$ cat config.mk
export PLATFORM = sky130hd
export DESIGN_NAME = divisor_seq
export DESIGN_NICKNAME = d
export VERILOG_FILES = /design/src/rtl/divisor_seq.sv
export SDC_FILE = /design/constraint.sdc
export NUM_CORES = 1
export LEC_CHECK = 0
export CORE_AREA = 2 2 73 75
export DETAILED_ROUTE_END_ITERATION = 10
export DIE_AREA = 0 0 75 77
export GPL_TIMING_DRIVEN = 0
export PLACE_DENSITY = 0.83
export SLEW_MARGIN = 10
export SYNTH_ARGS = -nofsm -noshare
export SYNTH_HDL_FRONTEND = slang
export SYNTH_SLANG_ARGS = --single-unit
$ cat constraint.sdc
create_clock -name clk -period 2.8 [get_ports clk]
set_input_delay 0.56 -clock clk [delete_from_list [all_inputs] [get_ports clk]]
set_output_delay 0.56 -clock clk [all_outputs]
set_load 0.01 [all_outputs]
$ cat src/rtl/divisor_seq.sv
// rtl/divisor_seq.sv - restoring divider with quotient/remainder LED display sequencer
// One quotient bit per clock; result shown on LEDs, divide-by-zero shown as a blink.
module divisor_seq #(
  parameter int W          = 4,
  parameter int BLINK_BITS = 24
) (
  input  logic         clk,
  input  logic         reset,
  input  logic         start,
  input  logic         show_tick,
  input  logic [W-1:0] num,
  input  logic [W-1:0] den,
  output logic [W-1:0] quotient,
  output logic [W-1:0] remainder,
  output logic         busy,
  output logic         done,
  output logic         div_by_zero,
  output logic [W-1:0] leds
);

  localparam int CW = $clog2(W + 1);

  typedef enum logic [2:0] {
    IDLE   = 3'd0,
    CALC   = 3'd1,
    SHOW_Q = 3'd2,
    SHOW_R = 3'd3,
    ERR    = 3'd4
  } state_t;

  state_t                state_q, state_d;
  logic [W-1:0]          d_q, d_d;
  logic [W-1:0]          r_q, r_d;
  logic [W-1:0]          q_q, q_d;
  logic [CW-1:0]         cnt_q, cnt_d;
  logic [W-1:0]          quotient_q, quotient_d;
  logic [W-1:0]          remainder_q, remainder_d;
  logic                  done_q, done_d;
  logic [BLINK_BITS-1:0] blink_q, blink_d;

  logic                  accept;
  logic                  den_zero;
  logic                  last_step;
  logic [W:0]            r_sh;
  logic [W:0]            diff;
  logic                  ge;
  logic [W-1:0]          r_step;
  logic [W-1:0]          q_step;

  assign accept    = start && (state_q != CALC);
  assign den_zero  = (den == '0);
  assign last_step = (state_q == CALC) && (cnt_q == CW'(1));

  // The held remainder is always < D, so it fits W bits; the shifted value
  // needs W+1 and the borrow out of the W+1-bit subtract is the compare result.
  always_comb begin
    r_sh   = {r_q, q_q[W-1]};
    diff   = r_sh - {1'b0, d_q};
    ge     = ~diff[W];
    r_step = ge ? diff[W-1:0] : r_sh[W-1:0];
    q_step = {q_q[W-2:0], ge};
  end

  always_ff @(posedge clk or posedge reset) begin
    if (reset) begin
      state_q <= IDLE;
    end else begin
      state_q <= state_d;
    end
  end

  always_comb begin
    state_d = state_q;
    if (accept) begin
      state_d = den_zero ? ERR : CALC;
    end else begin
      case (state_q)
        CALC:    if (last_step) state_d = SHOW_Q;
        SHOW_Q:  if (show_tick) state_d = SHOW_R;
        SHOW_R:  if (show_tick) state_d = SHOW_Q;
        default: state_d = state_q;
      endcase
    end
  end

  always_comb begin
    busy        = (state_q == CALC);
    div_by_zero = (state_q == ERR);
    case (state_q)
      SHOW_Q:  leds = quotient_q;
      SHOW_R:  leds = remainder_q;
      ERR:     leds = {W{blink_q[BLINK_BITS-1]}};
      default: leds = '0;
    endcase
  end

  always_comb begin
    d_d         = d_q;
    r_d         = r_q;
    q_d         = q_q;
    cnt_d       = cnt_q;
    quotient_d  = quotient_q;
    remainder_d = remainder_q;
    done_d      = 1'b0;
    blink_d     = blink_q;
    if (accept) begin
      if (den_zero) begin
        blink_d = '0;
      end else begin
        d_d   = den;
        r_d   = '0;
        q_d   = num;
        cnt_d = CW'(W);
      end
    end else if (state_q == CALC) begin
      r_d   = r_step;
      q_d   = q_step;
      cnt_d = cnt_q - CW'(1);
      if (last_step) begin
        quotient_d  = q_step;
        remainder_d = r_step;
        done_d      = 1'b1;
      end
    end else if (state_q == ERR) begin
      blink_d = blink_q + BLINK_BITS'(1);
    end
  end

  always_ff @(posedge clk or posedge reset) begin
    if (reset) begin
      d_q         <= '0;
      r_q         <= '0;
      q_q         <= '0;
      cnt_q       <= '0;
      quotient_q  <= '0;
      remainder_q <= '0;
      done_q      <= 1'b0;
      blink_q     <= '0;
    end else begin
      d_q         <= d_d;
      r_q         <= r_d;
      q_q         <= q_d;
      cnt_q       <= cnt_d;
      quotient_q  <= quotient_d;
      remainder_q <= remainder_d;
      done_q      <= done_d;
      blink_q     <= blink_d;
    end
  end

  assign quotient  = quotient_q;
  assign remainder = remainder_q;
  assign done      = done_q;

endmodule
==> run_results.csv, run 1 <==
group,metric,value,unit
drt,drc_errors,0,
synthesis,netlist_instances,271,
synthesis,synth.area.top_cells,"dfrtp_1 48%, nand2_1 5.3%, xor2_1 4.6%",
synthesis,synth-edff-count,0,
cells_and_area,num_antenna_cells,0,
drt,wl,5.58,mm
drt,drt_first_iter_violations,190,
clocking,h-tree-depth,2,
cells_and_area,drive_above_1_share,9.18,%
cells_and_area,fin_util,62.9,%
power_and_ir_drop,p_switching,0.00100,W
sta,slew_violations,0,
synthesis,yosysMostFrequentCell,"dfrtp_1",
synthesis,yosys_warnings,0,
place,dpl.hpwl,4.03,mm
power_and_ir_drop,powerDensity,853,nW/um^2
floorplan,core_area,4980,sq um
clocking,clk_pin_slew,0.09,ns
drt,wire_per_inst,14.9,um
synthesis,synth-async-reset-ratio,100,%
cells_and_area,layout.nets,325,
sta,post-route-period-util,95.0,%
place,gp_congestion,0.768,
clocking,tritoncts,"done",
sta,worst_pin_slew,0.799,ns
critical_path,worst-setup-path-type,"flip-flop to flip-flop",
critical_path,cp_data_required_time,3.00,ns
global_routing,grt-ovfl-total,0,
sta,fin_skew,0.00654,ns
synthesis,synth.largest_area_cell,"dfrtp_1",
run_status,status,"finished clean",
sta,fmax,376,MHz
clocking,cts_max_path_buffers,2,
critical_path,end_kind,"flip-flop",
synthesis,syn-mean-instance-area,9.87,sq um
clocking,clk_latency,0.30,ns
job,max_cap_viol_count,0,
synthesis,synthTopCellsByCount,"51 x dfrtp_1, 38 x nand2_1, 20 x o21ai_0",
synthesis,yosysTopAreaCellShare,47.7,%
place,io_buffers,26,
power_and_ir_drop,p_comb_share,44.0,%
floorplan,die_w,75,um
global_routing,grt_max_degree,33,
global_routing,grt_pass1_wl,9.42,mm
global_routing,grt_pass1_vias,1995,
floorplan,die_y,77,um
global_routing,track_usage,21.0,%
clocking,cts_setup_buffers,0,
critical_path,arrival,2.86,ns
synthesis,syn_nets,291,
hold_path,hp-class,"flip-flop to flip-flop",
power_and_ir_drop,swShare,37.6,%
global_routing,antenna_found_initial,0,
drt,firstDrtPassIters,4,
synthesis,synth-seq-area-share,47.7,%
drt,postRouteAntennaNets,0,
clocking,cts_resized,0,
sta,rsz0062_at_grt,"false",
synthesis,syn_area,2680,sq um
sta,slew-limit-headroom,46.5,%
synthesis,synth_cell_types,44,
drt,vias,2101,
clocking,cts_sinks,51,
sta,setup-violations-final,0,
power_and_ir_drop,cellLeakagePower,1.44,nW
critical_path,cp-start-kind,"flip-flop",
drt,viasPerCell,5.60,
floorplan,start_util,53.7,%
floorplan,die_area,5780,sq um
sta,hold_viol,0,
sta,fin_tns_setup,0,ns
synthesis,ys_seq_elements,51,
sta,hold_slack,0.488,ns
sta,min_period,2.66,ns
power_and_ir_drop,peakVddDrop,0.000367,V
floorplan,rows,26,
clocking,ctsRootBufferMaster,"clkbuf_8",
power_and_ir_drop,power_frac_seq,39.9,%
floorplan,io_pins,27,
synthesis,synthFlopType,"dfrtp_1",
power_and_ir_drop,p_int,0.00167,W
clocking,hold_buffers,0,
power_and_ir_drop,clock_power_share,16.1,%
critical_path,cp_max_fo,6,
cells_and_area,area_growth,17.0,%
clocking,cts_buffers,5,
[stage by stage]
| step | worst slack, ns | area [sq um] | total power (W) | instances |
|---|---|---|---|---|
| after floorplan | 0.586 | 2680 | 0.00185 | 271 |
| after global placement | 0.0184 | 3020 | 0.00219 | 367 |
| after detailed placement | 0.0306 | 3040 | 0.00226 | 368 |
| after CTS | 0.168 | 3130 | 0.00268 | 375 |
| after global routing | 0.0621 | 3130 | 0.00286 | 375 |
| final | 0.141 | 3130 | 0.00267 | 375 |
[metal layers]
metal | up-vias | track usage [%] | wire (um) | share of wire, %
li1 | 1030 | - | - | -
met1 | 1035 | 29.6 | 2630 | 47
met2 | 31 | 33.1 | 2720 | 49
met3 | 5 | 4.34 | 169 | 3.0
met4 | 0 | 4.82 | 60 | 1.1
met5 | - | 0 | 0 | 0
[power by group through the flow]
stage          Sequential [W]  Clock [W]  Combinational (W)
2_1_floorplan         0.00107          0           0.000788
3_3_place_gp          0.00107          0            0.00112
3_5_place_dp          0.00108          0            0.00118
4_1_cts               0.00106   0.000440            0.00118
5_1_grt               0.00109   0.000479            0.00129
6_report              0.00107   0.000431            0.00117
[state kept, by name (all words and copies together), names as in the netlist]
name and count:
q_q 4, state_q 3, cnt_q 3, d_q 4, r_q 4, remainder 4, blink_q 24, done 1
quotient 4
[area by class of cell]
class,count,area (sq um)
Tap cell,70,87.6
Sequential cell,51,1280
Buffer,8,43.8
Inverter,12,47.5
Multi-Input combinational cell,200,1310
Clock buffer,6,82.6
Fill cell,411,1850
Clock inverter,1,5.00
Timing Repair Buffer,27,280
[placed cells by master, fill, tap and decap left out, drive strengths merged]
master / n
mux2i: 12
or4: 5
nand2: 39
nor4: 2
fa: 1
dfrtp: 51
a21o: 1
xor2: 14
nand3b: 1
clkdlybuf4s50: 26
nand4: 12
a31oi: 3
mux2: 4
buf: 8
or3b: 1
o21ai: 22
nand3: 12
o31ai: 3
nand2b: 1
nor4b: 2
a21oi: 10
and4: 1
ha: 7
nor2: 20
xnor2: 1
or3: 6
a22o: 6
and3: 5
and2: 3
clkinv: 2
inv: 11
o211ai: 4
clkbuf: 7
nor3: 2
[critical path, cell delays in order (launching register included)]
cell and delay (ns):
dfrtp_1 0.40, ha_1 0.23, fa_1 0.40, nand2b_1 0.16, a21oi_1 0.17, xor2_1 0.66
mux2i_1 0.22, mux2_2 0.30
[kinds of logic (layout without fill, tap and decap cells)]
kind of cell | count (synthesis) | count (layout) | share of synthesized area (%)
flip-flops | 51 | 51 | 47.7
adder cells (fa/ha/maj) | 8 | 8 | 4.02
buffers and inverters | 20 | 54 | 3.41
AND/OR/NAND/NOR | 112 | 112 | 22.6
XOR/XNOR | 15 | 15 | 4.91
AO/OA/AOI/OAI | 49 | 49 | 11.2
multiplexers | 16 | 16 | 6.17
[final timing paths]
path                       startpoint  slack (ns)  cells after the start           end
setup / recovery               d_q[0]        0.14                      7  remainder[1]
max in group asynchronous       reset        1.69                      3    state_q[0]
hold reg to reg              cnt_q[2]        0.49                      1      cnt_q[2]
min in group asynchronous       reset        0.58                      2        d_q[3]
setup reg to reg               d_q[0]        0.14                      7  remainder[1]
hold / removal               cnt_q[2]        0.49                      1      cnt_q[2]
Power figures use the tool's default switching activity.
==> run 2, diff against run 1 <==
Settings changed: TNS_END_PERCENT set to 50.
==> results of run 2 <==
No change in the layout: final DEF, timing and power equal those of run 1.
